[config.mk]
export PLATFORM = sky130hd
export DESIGN_NAME = change_dispenser
export DESIGN_NICKNAME = d
export VERILOG_FILES = /design/src/rtl/change_dispenser_pkg.sv /design/src/rtl/change_dispenser_coin_select.sv /design/src/rtl/change_dispenser.sv
export SDC_FILE = /design/constraint.sdc
export NUM_CORES = 1
export LEC_CHECK = 0
export CORE_MARGIN = 4
export CORE_UTILIZATION = 45
export CTS_CLUSTER_DIAMETER = 200
export DETAILED_ROUTE_END_ITERATION = 7
export PLACE_DENSITY = 0.71
export SLEW_MARGIN = 20
export SYNTH_ARGS = -nofsm -noshare
export SYNTH_HDL_FRONTEND = slang
export SYNTH_SLANG_ARGS = --single-unit
[constraint.sdc]
create_clock -name clk -period 6.5 [get_ports clk]
set_input_delay 1.625 -clock clk [delete_from_list [all_inputs] [get_ports clk]]
set_output_delay 1.625 -clock clk [all_outputs]
set_load 0.01 [all_outputs]
[src/rtl/change_dispenser_pkg.sv]
// Shared constants and FSM encoding for the change dispenser.
// Coin values are listed smallest to largest; the one-hot select uses the same order.
package change_dispenser_pkg;

  localparam int kTotalBits = 31;
  localparam int kNumCoins  = 3;
  localparam int kCoin0Val  = 100;
  localparam int kCoin1Val  = 500;
  localparam int kCoin2Val  = 1000;
  localparam int kWaitTime  = 10;

  typedef enum logic [1:0] {
    IDLE     = 2'd0,
    LOAD     = 2'd1,
    DISPENSE = 2'd2,
    DONE     = 2'd3
  } state_t;

endpackage

[src/rtl/change_dispenser_coin_select.sv]
// Greedy coin picker: the largest coin whose value fits in the given amount.
// Outputs all-zero (any=0) when the amount is below the smallest coin.
module change_dispenser_coin_select
  import change_dispenser_pkg::*;
#(
  parameter int TOTAL_BITS = kTotalBits,
  parameter int COIN0_VAL  = kCoin0Val,
  parameter int COIN1_VAL  = kCoin1Val,
  parameter int COIN2_VAL  = kCoin2Val
) (
  input  logic [TOTAL_BITS-1:0] remaining,
  output logic [2:0]            sel,
  output logic [TOTAL_BITS-1:0] value,
  output logic                  any
);

  localparam logic [TOTAL_BITS-1:0] C0 = TOTAL_BITS'(COIN0_VAL);
  localparam logic [TOTAL_BITS-1:0] C1 = TOTAL_BITS'(COIN1_VAL);
  localparam logic [TOTAL_BITS-1:0] C2 = TOTAL_BITS'(COIN2_VAL);

  always_comb begin
    sel   = 3'b000;
    value = '0;
    any   = 1'b0;
    if (remaining >= C2) begin
      sel   = 3'b100;
      value = C2;
      any   = 1'b1;
    end else if (remaining >= C1) begin
      sel   = 3'b010;
      value = C1;
      any   = 1'b1;
    end else if (remaining >= C0) begin
      sel   = 3'b001;
      value = C0;
      any   = 1'b1;
    end
  end

endmodule

[src/rtl/change_dispenser.sv]
// Change-return controller: on request or inactivity timeout, pays out the latched
// total greedily, one coin per valid/ready handshake, and reports each coin for deduction.
module change_dispenser
  import change_dispenser_pkg::*;
#(
  parameter int TOTAL_BITS  = kTotalBits,
  parameter int WAIT_CYCLES = kWaitTime,
  parameter int COIN0_VAL   = kCoin0Val,
  parameter int COIN1_VAL   = kCoin1Val,
  parameter int COIN2_VAL   = kCoin2Val
) (
  input  logic                  clk,
  input  logic                  reset,
  input  logic [TOTAL_BITS-1:0] current_total,
  input  logic                  i_activity,
  input  logic                  i_return_req,
  output logic                  o_coin_valid,
  input  logic                  i_coin_ready,
  output logic [2:0]            o_coin_sel,
  output logic                  o_sub_valid,
  output logic [TOTAL_BITS-1:0] o_sub_amount,
  output logic                  o_busy,
  output logic                  o_done,
  output state_t                dbg_state
);

  // Handshake: a coin transfers on any posedge where o_coin_valid && i_coin_ready;
  // while valid is high and ready is low, o_coin_sel and remaining stay unchanged.

  localparam int CNT_W = $clog2(WAIT_CYCLES + 1);
  localparam logic [CNT_W-1:0]      WAIT_LAST = CNT_W'(WAIT_CYCLES - 1);
  localparam logic [TOTAL_BITS-1:0] C0        = TOTAL_BITS'(COIN0_VAL);

  state_t                state;
  logic [CNT_W-1:0]      wait_cnt;
  logic [TOTAL_BITS-1:0] remaining;
  logic [TOTAL_BITS-1:0] offer_value;

  logic [TOTAL_BITS-1:0] rem_after;
  logic [TOTAL_BITS-1:0] pick_src;
  logic [2:0]            pick_sel;
  logic [TOTAL_BITS-1:0] pick_value;
  logic                  pick_any;
  logic                  total_zero;
  logic                  manual_go;
  logic                  auto_go;

  assign rem_after  = remaining - offer_value;
  // While a coin is on offer, look ahead to the coin that follows its acceptance.
  assign pick_src   = o_coin_valid ? rem_after : remaining;
  assign total_zero = (current_total == '0);
  assign manual_go  = i_return_req && (current_total >= C0);
  assign auto_go    = (wait_cnt == WAIT_LAST) && !total_zero && !i_activity;
  assign dbg_state  = state;

  change_dispenser_coin_select #(
    .TOTAL_BITS (TOTAL_BITS),
    .COIN0_VAL  (COIN0_VAL),
    .COIN1_VAL  (COIN1_VAL),
    .COIN2_VAL  (COIN2_VAL)
  ) u_coin_select (
    .remaining (pick_src),
    .sel       (pick_sel),
    .value     (pick_value),
    .any       (pick_any)
  );

  always_ff @(posedge clk) begin
    if (reset) begin
      state        <= IDLE;
      wait_cnt     <= '0;
      remaining    <= '0;
      offer_value  <= '0;
      o_coin_valid <= 1'b0;
      o_coin_sel   <= 3'b000;
      o_sub_valid  <= 1'b0;
      o_sub_amount <= '0;
      o_busy       <= 1'b0;
      o_done       <= 1'b0;
    end else begin
      o_sub_valid  <= 1'b0;
      o_sub_amount <= '0;
      o_done       <= 1'b0;
      case (state)
        IDLE: begin
          if (total_zero || i_activity) wait_cnt <= '0;
          else if (wait_cnt != WAIT_LAST) wait_cnt <= wait_cnt + CNT_W'(1);
          if (manual_go || auto_go) begin
            state  <= LOAD;
            o_busy <= 1'b1;
          end else if (i_return_req) begin
            state  <= DONE;
            o_busy <= 1'b1;
            o_done <= 1'b1;
          end
        end
        LOAD: begin
          remaining <= current_total;
          state     <= DISPENSE;
        end
        DISPENSE: begin
          if (!o_coin_valid) begin
            if (pick_any) begin
              o_coin_valid <= 1'b1;
              o_coin_sel   <= pick_sel;
              offer_value  <= pick_value;
            end else begin
              state  <= DONE;
              o_done <= 1'b1;
            end
          end else if (i_coin_ready) begin
            remaining    <= rem_after;
            o_sub_valid  <= 1'b1;
            o_sub_amount <= offer_value;
            o_coin_sel   <= pick_sel;
            offer_value  <= pick_value;
            if (!pick_any) begin
              o_coin_valid <= 1'b0;
              state        <= DONE;
              o_done       <= 1'b1;
            end
          end
        end
        DONE: begin
          wait_cnt <= '0;
          o_busy   <= 1'b0;
          state    <= IDLE;
        end
        default: state <= IDLE;
      endcase
    end
  end

endmodule

[Word level (Yosys, flattened, before mapping)]
Cells that the tools add are included.
Word-level totals
  bits in registers: 106
  logic and storage cells: 90
Cells by class
  add/sub/neg operators: 2
  $lt $le $gt $ge: 4
  equality and inequality tests: 11
  mux-type cells: 41
  bitwise operators: 3
  reduce and logical (&&, ||, !) cells: 19
Operators by type and width (number)
  $mux W31: 8
  $ge A31 B7 Y1 const B: 2
  $pmux W31 S2: 1
  $ge A31 B10 Y1 const B: 1
  $ge A31 B9 Y1 const B: 1
  $logic_not A31 Y1: 1
  $sub A31 B31 Y31: 1
  $mux W1: 15
  $mux W3: 5
  $mux W2: 5
  $ne A3 B3 Y1 const B: 3
  $mux W4: 2
  $pmux W2 S4: 1
  $pmux W4 S2: 1
  $mux W7: 1
  $reduce_and A2 Y1: 3
  $reduce_and A3 Y1: 2
  $reduce_bool A2 Y1: 3
  $add A4 B1 Y4 const B: 1
  $eq A2 B2 Y1 const B: 2
  $eq A4 B4 Y1 const B: 1
  $ne A2 B2 Y1 const B: 2
  $ne A4 B4 Y1 const B: 1
  $pmux W1 S2: 2
  other kinds (9): 15

[Depth between registers and ports, before layout]
Gate-level depths: netlist (run 1).
  depth after elaboration: 10
  mapped depth: 13

[By module]
A second synthesis (run 1) with hierarchy kept.
Second synthesis, totals
  cell total of the unflattened synthesis: 900
  area total of the unflattened synthesis: 6879.1 um^2
Modules (own cells, without submodules)
  change_dispenser: times used 1, cells each 847, area each 6477.5 um^2, seq. area each 2122.0 um^2
  change_dispenser_coin_select: times used 1, cells each 53, area each 401.6 um^2, seq. area each 0.0 um^2

[Worst setup path before layout (run 1)]
No wires, ideal clock.
  kind: flip-flop to flip-flop
  start: register remaining[2]
  end: register offer_value[3]
  setup time: 0.122 ns
  arrival: 3.257 ns
  data required time: 6.378 ns
  setup slack: 3.121 ns
  stages on the path, launching flop included: 14
  buffers on the path: 1
  period minus slack after synthesis: 3.379 ns
  cells stage by stage: dfxtp_1 -> inv_1 -> ha_1 -> fa_1 -> nand2b_1 -> a211oi_2 -> or2_1 -> clkbuf_1 -> nor3_1 -> o41ai_1 -> a22oi_1 -> nor4_4 -> a21oi_2 -> o311a_1
On the way
  longest elaborated chain between the ends: 8
  elaborated cells between the ends (all ways): 15
  classes of those cells: add/sub: 1; order compare: 3; mux: 9; reduce/logical: 2
Ends and longest elaborated chain
  start, declared: line change_dispenser.sv:36  | logic [TOTAL_BITS-1:0] remaining;
  start signal, assigned: line change_dispenser.sv:98  | remaining <= current_total;
  start signal, assigned: line change_dispenser.sv:112  | remaining <= rem_after;
  $sub A31 B31 Y31: line change_dispenser.sv:48  | assign rem_after = remaining - offer_value;
  $mux W31 *: line change_dispenser.sv:50  | assign pick_src = o_coin_valid ? rem_after : remaining;
  $ge A31 B7 Y1: line change_dispenser_coin_select.sv:33  | end else if (remaining >= C0) begin
  $mux W1: line change_dispenser_coin_select.sv:33
  $mux W1: line change_dispenser_coin_select.sv:29  | end else if (remaining >= C1) begin
  $mux W1: line change_dispenser_coin_select.sv:25  | if (remaining >= C2) begin
  $reduce_bool A2 Y1 (no line)
  $reduce_and A3 Y1 (no line)
  end signal, assigned: line change_dispenser.sv:106  | offer_value <= pick_value;
  end signal, assigned: line change_dispenser.sv:116  | offer_value <= pick_value;
  end, declared: line change_dispenser.sv:37  | logic [TOTAL_BITS-1:0] offer_value;
Mark *: on every way between the ends. The rest lies on a longest branch, timed or not. The select of a mux whose other input is x is not followed.
A chain may end at the register's enable or synchronous reset.

[Final worst setup path (run 1)]
  start: register remaining[2]
  end: register offer_value[8]
Same word-level chain as after synthesis.

==> results.md, run 1 <==
* Status: completed
* DRT antenna net count at 0
* CP endpoint kind: flip-flop
* Most frequent cells in the layout: nor2_1, clkdlybuf4s50_1, nand2_1
* Register bit total from synthesis at 50
* Ranking of synthesized cells by area: dfxtp_1, nor2_1, a21oi_1, buf_4, nand2_1
* Initial DRC Count at 353
* CTS buffer count at 5
* Max-slew headroom at 34.03%
* Number of filler cells placed in the layout at 828
* Commonest register cell after synthesis: dfxtp_1
* CP required at 6.72 ns
* Core Area at 0.008341 mm^2
* Sequential share of the synthesized area at 25.67%
* Worst EP arrival at 4.21 ns
* Clock Pin Slew Worst Setup and Hold Paths at 0.11 ns
* CTS sink cnt at 50
* FMAX at 250.3 MHz
* Tcrit/Tclk final at 61.46%
* Final slew viol count at 0
* CTS tree: yes
* Crit path time final at 3.995 ns
* Post-Syn Area per Cell at 7.301 um^2
* Resized cells post-CTS at 0
* Root Buffer: clkbuf_8
* Vias in the first global route at 3606
* Cts hold-fix bufs at 0
* Setup TNS at 0 ns
* Synth cell types at 73
* Gp weighted congestion at 0.9395
* GRT Overall Usage at 22.00%
* Post-synth ARST share at 0%
* Clock Path Buffers at 2
* Htree depth at 2
* Worst slew pin tran at 0.9875 ns
* PwrDens at 310.9 mW/mm^2
* WL final at 11390 um
* Largest net degree at the start of global routing at 45
* Cell count after synthesis at 534
* MaxCap Viol Count at 0
* Kind of critical path: reg -> reg
* Die height at 101.1 um
* EDFF count, synth at 0
* Global-route wire length before repair at 18260 um
* Overflow after GRT at 0
* # rows at 33
* # diodes at 0
* Most common cell after layout, fill and taps aside: nor2_1
* Setup-failing EPs final at 0
* Drt wl/cell at 17.08 um
* Crit path launch type: flip-flop
* Port Buffers at 52
* Hold Crit Class: reg -> reg
* Register area at 0.001001 mm^2
* RSZ-0062 raised after global routing: false
* Drt drc at 0
* Clk_lat worst skew at 0.32 ns
* Vias per cell at 6.100
* Post-layout util at 53.14%
* Die X at 101.1 um
* Yosys warnings at 0
* Clock skew at 0.009308 ns
* Static leakage at 0.001614 uW
* Post-CTS Setup Inserts at 0
* Final hold viol count at 0
* Vias at 4069
* Area growth syn-to-layout at 13.67%
* CP Max Fanout at 9
* Max rail drop VDD at 119.2 uV
* Share of the synthesized area in the top cell type at 25.67%
* Syn Std Cell Area at 0.003899 mm^2
* Footprint of the multi-input gates at 0.002576 mm^2
* Die area at 0.01022 mm^2
* Max incr delay on CP at 0.56 ns
* Pre-Repair DR Iteration Count at 5
* Area leader, netlist: dfxtp_1
* Share of cells above drive strength 1 at 5.694%
* IO Pins at 76
* Post-DP HPWL at 8555 um
* Starting Density at 46.74%
* Final #Nets at 612
* Crit path max-delay cell type: nor4_4
* Initial antenna violation count at 0
* Critical path cell sequence: inv_1 > ha_1 > fa_1 > nand2b_1 > a211oi_2 > or2_1 > nor3_1 > o41ai_1 > a22oi_1 > nor4_4 > a21oi_2 > o311a_1
[path summary, 6_finish.rpt]
path,startpoint,end,slack [ns],cells after the start
max,remaining[2],offer_value[8],2.50,12
min,o_busy,o_busy,0.47,2
max reg2reg,remaining[2],offer_value[8],2.50,12
min reg2reg,o_busy,o_busy,0.47,2
[cells in the mapped netlist, types with 3 or more instances]
| cell type | count |
|---|---|
| nand2_1 | 51 |
| dfxtp_1 | 50 |
| nor3_1 | 16 |
| a22oi_1 | 3 |
| o31ai_1 | 7 |
| o211ai_1 | 5 |
| clkbuf_1 | 27 |
| o22ai_1 | 3 |
| a211oi_1 | 10 |
| nand4_1 | 4 |
| o21ai_0 | 30 |
| or3_1 | 4 |
| mux2_2 | 3 |
| mux2i_1 | 8 |
| o2111ai_1 | 3 |
| nand2b_1 | 7 |
| xor2_1 | 4 |
| nor4_1 | 18 |
| a31oi_1 | 5 |
| and2_1 | 3 |
| nor2_1 | 66 |
| a21o_1 | 4 |
| or4_1 | 6 |
| nor2b_1 | 5 |
| buf_4 | 28 |
| ha_1 | 14 |
| a211o_1 | 4 |
| nand3_1 | 21 |
| inv_1 | 18 |
| xnor2_1 | 3 |
| a21oi_1 | 46 |
[final cells by class]
class	count	share of cell area, %
clock buffer	5	1.553
clock inverter	3	0.6494
inverter	18	1.525
multi-input combinational	429	58.13
sequential	50	22.59
tap	105	2.964
timing repair buffer	57	12.59
[cell families after synthesis]
group | share of synthesized area, %
xor+xnor | 1.573
other cells | 0.09618
compound gates | 26.38
fa+ha+maj | 5.006
buf+inv | 10.37
flops | 25.67
simple gates | 27.98
mux | 2.920
[sequential cells by signal (all words and copies together) (netlist names)]
name          cells
dbg_state         2
o_busy            1
o_coin_sel        2
o_coin_valid      1
o_done            1
o_sub_amount      5
o_sub_valid       1
offer_value       4
remaining        29
wait_cnt          4
[stage by stage]
| stage | cells | setup slack (ns) | cell area, um^2 | power (uW) | hold slack [ns] |
|---|---|---|---|---|---|
| after floorplan | 556 | 3.121 | 3981 | 973.8 | 0.4418 |
| after global placement | 659 | 2.598 | 4334 | 1143 | 0.4475 |
| after detailed placement | 659 | 2.451 | 4334 | 1154 | 0.4508 |
| after CTS | 667 | 2.566 | 4432 | 1361 | 0.4737 |
| after global routing | 667 | 2.215 | 4432 | 1473 | 0.5008 |
| final | 667 | 2.505 | 4432 | 1378 | 0.4728 |
[worst max-delay path, delay by kind of cell, from the launching register on]
kind            cells  cell delay (ns)
compound gates      5             1.56
simple gates        4             1.26
fa+ha+maj           2             0.64
flops               1             0.36
buf+inv             1             0.06
[metal layers]
| layer | share of wire [%] | vias up | track usage, % |
|---|---|---|---|
| met1 | 45 | 1899 | 32.26 |
| met4 | 1.7 | 0 | 5.317 |
| met3 | 8.3 | 22 | 3.599 |
| met5 | 0 | - | 0 |
| li1 | - | 1956 | - |
| met2 | 45 | 192 | 33.45 |
[power by group]
group | internal (uW) | switching [uW]
Combinational | 281 | 480
Clock | 80.2 | 127
Sequential | 346 | 64.5
Total | 707 | 671
Power figures use the tool's default switching activity.
==> run 2: changes to the inputs <==
Clock period 6.5 ns to 3.8 ns, I/O delays scaled along.
==> run 2 against run 1 <==
Effect of this change: largest power group unchanged; non-clock buffer count up 10; via count up 1.2%; highest routed layer unchanged; register-to-register slack worse by 2.3 ns; critical endpoint is now o_done; first-iteration DRC count down 13%; sequential share of layout area down 0.37 points; sequential power up 71%; global-route usage up 1.1 points; maximum frequency up 11%; largest cell class unchanged.
==> results.md, run 2 (synthesized netlist as in run 1, its figures left out) <==
* Core Area at 0.008341 mm^2 (unchanged)
* Worst EP arrival at 3.84 ns (-0.37 ns)
* Drt wl/cell at 17.56 um (+2.8%)
* Setup TNS at 0 ns (unchanged)
* Power share of the sequential group at 29.4% (-0.4 points)
* Port Buffers at 52 (unchanged)
* CTS buffer count at 5 (unchanged)
* WL final at 11870 um (+4.2%)
* Starting Density at 46.74% (unchanged)
* RSZ-0062 raised after global routing: false
* Crit path launch type: flip-flop
* Drt drc at 0 (unchanged)
* FMAX at 276.9 MHz (+11%)
* Die X at 101.1 um (unchanged)
* Share of cells above drive strength 1 at 7.706% (+2.0 points)
* Max rail drop VDD at 205.6 uV (+72%)
* Global-route wire length before repair at 18940 um (+3.7%)
* Logic gate share of total power at 57.4% (+2.2 points)
* Cell internal pwr at 1255 uW (+77%)
* Clock Pin Slew Worst Setup and Hold Paths at 0.10 ns (about the same)
* Htree depth at 2 (unchanged)
* Tcrit/Tclk final at 95.05% (+34 points)
* Final Instance Area at 0.004512 mm^2 (+1.8%)
* Final total power at 2393 uW (+74%)
* GRT busiest layer: met2
* # rows at 33 (unchanged)
* CP Max Fanout at 8 (-1)
* Clk_lat worst skew at 0.31 ns (about the same)
* Final hold viol count at 0 (unchanged)
* Clock Path Buffers at 2 (unchanged)
* Area growth syn-to-layout at 15.73%
* Gp weighted congestion at 1.021 (+8.7%)
* Post-DP HPWL at 9129 um (+6.7%)
* Largest register FFs at 29 (unchanged)
* MaxCap Viol Count at 0 (unchanged)
* IO Pins at 76 (unchanged)
* Initial antenna violation count at 0 (unchanged)
* Cts hold-fix bufs at 0 (unchanged)
* Met3 Usage GRT at 4.429% (+0.83 points)
* Most common cell after layout, fill and taps aside: nor2_1
* Static leakage at 0.001654 uW (+2.5%)
* Status: completed
* Vias per cell at 6.089 (-0.19%)
* Root Buffer: clkbuf_8
* Initial DRC Count at 307 (-13%)
* Clock skew at 0.007172 ns (-0.002136 ns)
* DRT antenna net count at 0 (unchanged)
* Largest reg by FF count: remaining
* Grt met1 use at 31.53% (-0.72 points)
* Met2 usage at 36.92% (+3.5 points)
* Post-Place Cells at 668 (+1.4%)
* Final slew viol count at 0 (unchanged)
* Hold Crit Class: reg -> reg
* Crit path time final at 3.612 ns (-0.3833 ns)
* Kind of critical path: reg -> reg
* Largest net degree at the start of global routing at 28 (-38%)
* Setup-failing EPs final at 0 (unchanged)
* Sw Share at 47.54% (-1.1 points)
* Max-slew headroom at 36.77% (+2.7 points)
* Vias at 4116 (+1.2%)
* Pre-Repair DR Iteration Count at 5 (unchanged)
* Most frequent cells in the layout: nor2_1, clkdlybuf4s50_1, nand2_1
* CTS tree: yes
* Top Registers: remaining (29), o_sub_amount (5)
* GRT Overall Usage at 23.13% (+1.1 points)
* Overflow after GRT at 0 (unchanged)
* # diodes at 0 (unchanged)
* Placed inst area at 0.004402 mm^2 (+1.6%)
* Die height at 101.1 um (unchanged)
* Die area at 0.01022 mm^2 (unchanged)
* Vias in the first global route at 3831 (+6.2%)
* CTS sink cnt at 50 (unchanged)
* Cell Count, Final, Fillers Out at 676 (+1.3%)
* Worst slew pin tran at 0.9464 ns (-0.04106 ns)
* CP endpoint kind: flip-flop
* PwrDens at 530.4 mW/mm^2 (+71%)
* Clock power share at 13.2% (-1.8 points)
* CP required at 4.03 ns (-2.69 ns)
* Psw at 1138 uW (+70%)
* Final #Nets at 622 (+1.6%)
## run 2: what timing repair did
item / 4_1_cts / 5_1_grt
endpoints found under the hold margin: 0 / 0
setup endpoints to repair: 0 / 7
gates resized for setup: 0 / 4
buffers inserted: 0 / 1
## run 2: worst paths after layout
check                                     from             to  slack, ns  cells after the start
worst max-delay path            offer_value[6]         o_done       0.19                     12
worst min-delay path             o_coin_sel[0]  o_coin_sel[0]       0.48                      2
worst max register to register  offer_value[6]         o_done       0.19                     12
worst min register to register   o_coin_sel[0]  o_coin_sel[0]       0.48                      2
## run 2: critical path: stages (launching register included)
cell      delay, ns
dfxtp_1        0.32
inv_1          0.09
ha_1           0.34
o21ai_0        0.46
a211oi_4       0.09
or2_1          0.33
or4_1          0.59
xor2_1         0.23
a31oi_1        0.20
nor4_4         0.31
buf_4          0.22
nand4_1        0.11
a211oi_1       0.24
## run 2: power groups by stage
| stage | Sequential (uW) | Combinational, uW | Clock, uW |
|---|---|---|---|
| 5_1_grt | 715 | 1510 | 349 |
| 2_1_floorplan | 654 | 1010 | 0 |
| 3_3_place_gp | 707 | 1290 | 0 |
| 6_report | 703 | 1370 | 317 |
| 3_5_place_dp | 710 | 1310 | 0 |
| 4_1_cts | 698 | 1320 | 330 |
## run 2: cell type report
class	count	area, um^2
Timing Repair Buffer	67	633.1
Clock inverter	2	15.01
Clock buffer	5	68.82
Fill cell	828	3829
Inverter	18	67.56
Tap cell	105	131.4
Multi-Input combinational cell	429	2594
Sequential cell	50	1002
## run 2: stage by stage
step | worst slack [ns] | hold WS, ns | util, %
3_3_place_gp | 0.2884 | 0.4477 | 52.78
5_1_grt | 0.01660 | 0.4983 | 54.10
2_1_floorplan | 0.4208 | 0.4418 | -
4_1_cts | 0.1858 | 0.4784 | 53.78
3_5_place_dp | 0.1992 | 0.4639 | 52.78
6_report | 0.1881 | 0.4759 | 54.10
## run 2: per-layer routing
| metal | share of wire, % | vias up |
|---|---|---|
| met4 | 1.7 | 0 |
| li1 | - | 1974 |
| met3 | 8.5 | 22 |
| met2 | 46 | 209 |
| met1 | 44 | 1911 |
| met5 | 0 | - |
==> run 3: changes to the inputs <==
Settings changed: CORE_MARGIN 4 to 3.
==> run 3 against run 2 <==
Effect of this change: core utilization up 1.0 points; clock skew up 0.0068 ns; first-iteration DRC count down 17%; global-route usage up 1.1 points; maximum frequency up 1.2%; flip-flop and latch count unchanged; routed wire length up 0.60%; combinational power about the same; worst hold slack worse by 0.0092 ns; clock power up 28%; highest routed layer unchanged.
==> results.md, run 3 (synthesized netlist as in run 1, its figures left out) <==
* Psw at 1159 uW (+1.9%)
* Tcrit/Tclk final at 93.92% (-1.1 points)
* GRT Overall Usage at 24.21% (+1.1 points)
* Hold Crit Class: reg -> reg
* Critical path cell sequence: inv_1 > ha_1 > fa_1 > nand2b_1 > a211oi_4 > or2_1 > o41ai_1 > a221oi_1 > o2111ai_1 > nor4_4 > buf_4 > a21oi_2 > o311a_1
* Core Area at 0.008299 mm^2 (-0.50%)
* CP Max Fanout at 8 (unchanged)
* Largest net degree at the start of global routing at 28 (unchanged)
* Max incr delay on CP at 0.45 ns (-0.14 ns)
* Setup-failing EPs final at 0 (unchanged)
* R2r startpoint: remaining[2]
* Pre-Repair DR Iteration Count at 6 (+1)
* Starting Density at 46.98% (+0.23 points)
* Htree depth at 2 (unchanged)
* Vias in the first global route at 3763 (-1.8%)
* MaxCap Viol Count at 0 (unchanged)
* Hold Crit Start: o_busy
* R2R cell count at 13 (+1)
* Initial antenna violation count at 0 (unchanged)
* Buf+Inv Stages, Crit Path at 2 (unchanged)
* # diodes at 0 (unchanged)
* RSZ-0062 raised after global routing: false
* CTS buffer count at 5 (unchanged)
* Clock power share at 16.3% (+3.1 points)
* Worst slew pin tran at 0.9935 ns (+0.04708 ns)
* Die height at 99.08 um (-2.0%)
* FMAX at 280.2 MHz (+1.2%)
* Worst EP arrival at 3.77 ns (-0.07 ns)
* CP required at 4.00 ns (-0.03 ns)
* Sw Share at 46.40% (-1.1 points)
* Final #Nets at 625 (+0.48%)
* CTS sink cnt at 50 (unchanged)
* CP endpoint kind: flip-flop
* IO Pins at 76 (unchanged)
* Clock skew at 0.01395 ns (+0.006781 ns)
* Top Registers: remaining (29), o_sub_amount (5)
* Crit-path leading delay family: compound AO/OA/AOI/OAI gates
* WL final at 11940 um (+0.60%)
* # rows at 33 (unchanged)
* Drt wl/cell at 17.56 um (about the same)
* Logic gate share of total power at 55.5% (-1.9 points)
* Power share of the sequential group at 28.2% (-1.2 points)
* Gp weighted congestion at 0.9706 (-5.0%)
* Port Buffers at 52 (unchanged)
* Final hold viol count at 0 (unchanged)
* Post-DP HPWL at 9120 um (-0.10%)
* Root Buffer: clkbuf_8
* Cell internal pwr at 1339 uW (+6.7%)
* Hold slack at 0.4666 ns (-0.009230 ns)
* Largest reg by FF count: remaining
* Overflow after GRT at 0 (unchanged)
* Status: completed
* Initial DRC Count at 256 (-17%)
* Vias per cell at 6.040 (-0.81%)
* Setup TNS at 0 ns (unchanged)
* Largest register FFs at 29 (unchanged)
* Reg2reg setup slack at 0.23 ns (+0.04 ns)
* Hold path depth at 2 (unchanged)
* Share of cells above drive strength 1 at 8.522% (+0.82 points)
* Die area at 0.009817 mm^2 (-3.9%)
* Hold path endpoint: o_busy
* CTS tree: yes
* Final total power at 2498 uW (+4.4%)
* R2R Path End: offer_value[3]
* Crit path max-delay cell type: a211oi_4
* Clock Pin Slew Worst Setup and Hold Paths at 0.10 ns (about the same)
* PwrDens at 546.0 mW/mm^2 (+2.9%)
* Area growth syn-to-layout at 17.36%
* Most common cell after layout, fill and taps aside: nor2_1
* Clk_lat worst skew at 0.32 ns (about the same)
* Clock Path Buffers at 2 (unchanged)
* Max-slew headroom at 33.63% (-3.1 points)
* Drt drc at 0 (unchanged)
* Max rail drop VDD at 220.1 uV (+7.1%)
* DRT antenna net count at 0 (unchanged)
* Vias at 4107 (-0.22%)
* Die X at 99.08 um (-2.0%)
* Kind of critical path: reg -> reg
* Final slew viol count at 0 (unchanged)
* Static leakage at 0.001689 uW (+2.2%)
* Cts hold-fix bufs at 0 (unchanged)
* Crit path time final at 3.569 ns (-0.04289 ns)
* Global-route wire length before repair at 19310 um (+2.0%)
* Crit path launch type: flip-flop
* Most frequent cells in the layout: nor2_1, clkdlybuf4s50_1, nand2_1
[run 3: how the worst max path moves through the flow]
stage	from	depth (start not counted)	to
floorplan	remaining[2]	13	offer_value[3]
global placement	remaining[2]	13	o_done
detailed placement	remaining[2]	13	o_done
CTS	remaining[2]	13	o_done
global route	remaining[2]	13	offer_value[8]
finish	remaining[2]	13	offer_value[3]
[run 3: metrics by stage]
step / cells / util [%] / setup WS, ns / instance area (um^2)
after CTS: 679 / 54.73 / 0.1627 / 4542
final: 680 / 55.13 / 0.2310 / 4576
after detailed placement: 671 / 53.31 / 0.1961 / 4424
after global routing: 680 / 55.13 / 0.06232 / 4576
after global placement: 671 / 53.31 / 0.3431 / 4424
after floorplan: 556 / - / 0.4208 / 3981
[run 3: final cells by class]
class	count	area (um^2)
well taps	105	131.4
clock inverters	3	48.80
repair buffers	70	655.6
clock buffers	5	68.82
inverters	18	67.56
flip-flops and latches	50	1001
fillers	812	3724
multi-input cells	429	2603
[run 3: worst reg2reg max path: cells and delay by family, from the launching register on]
family / cells / cell delay [ns]
adder cells (fa/ha/maj): 2 / 0.64
buffers and inverters: 2 / 0.24
AO/OA/AOI/OAI: 6 / 1.40
flip-flops: 1 / 0.35
AND/OR/NAND/NOR: 3 / 0.82
[run 3: routing by layer]
metal	GRT usage (%)	part of all wire, %	up-vias
met3	2.548	7.2	20
met4	6.408	1.5	0
met5	0	0	-
met2	37.91	46	177
met1	35.37	45	1928
li1	-	-	1982
[run 3: power groups by stage]
stage               Clock [uW]  Combinational (uW)  Sequential, uW
floorplan                    0                1010             654
global placement             0                1300             710
finish                     407                1390             705
detailed placement           0                1310             713
CTS                        419                1320             701
global route               434                1520             719
[run 3: what timing repair did]
action / CTS / global route
endpoints found under the setup margin: 0 / 9
setup buffers: 0 / 1
gates resized for setup: 0 / 5
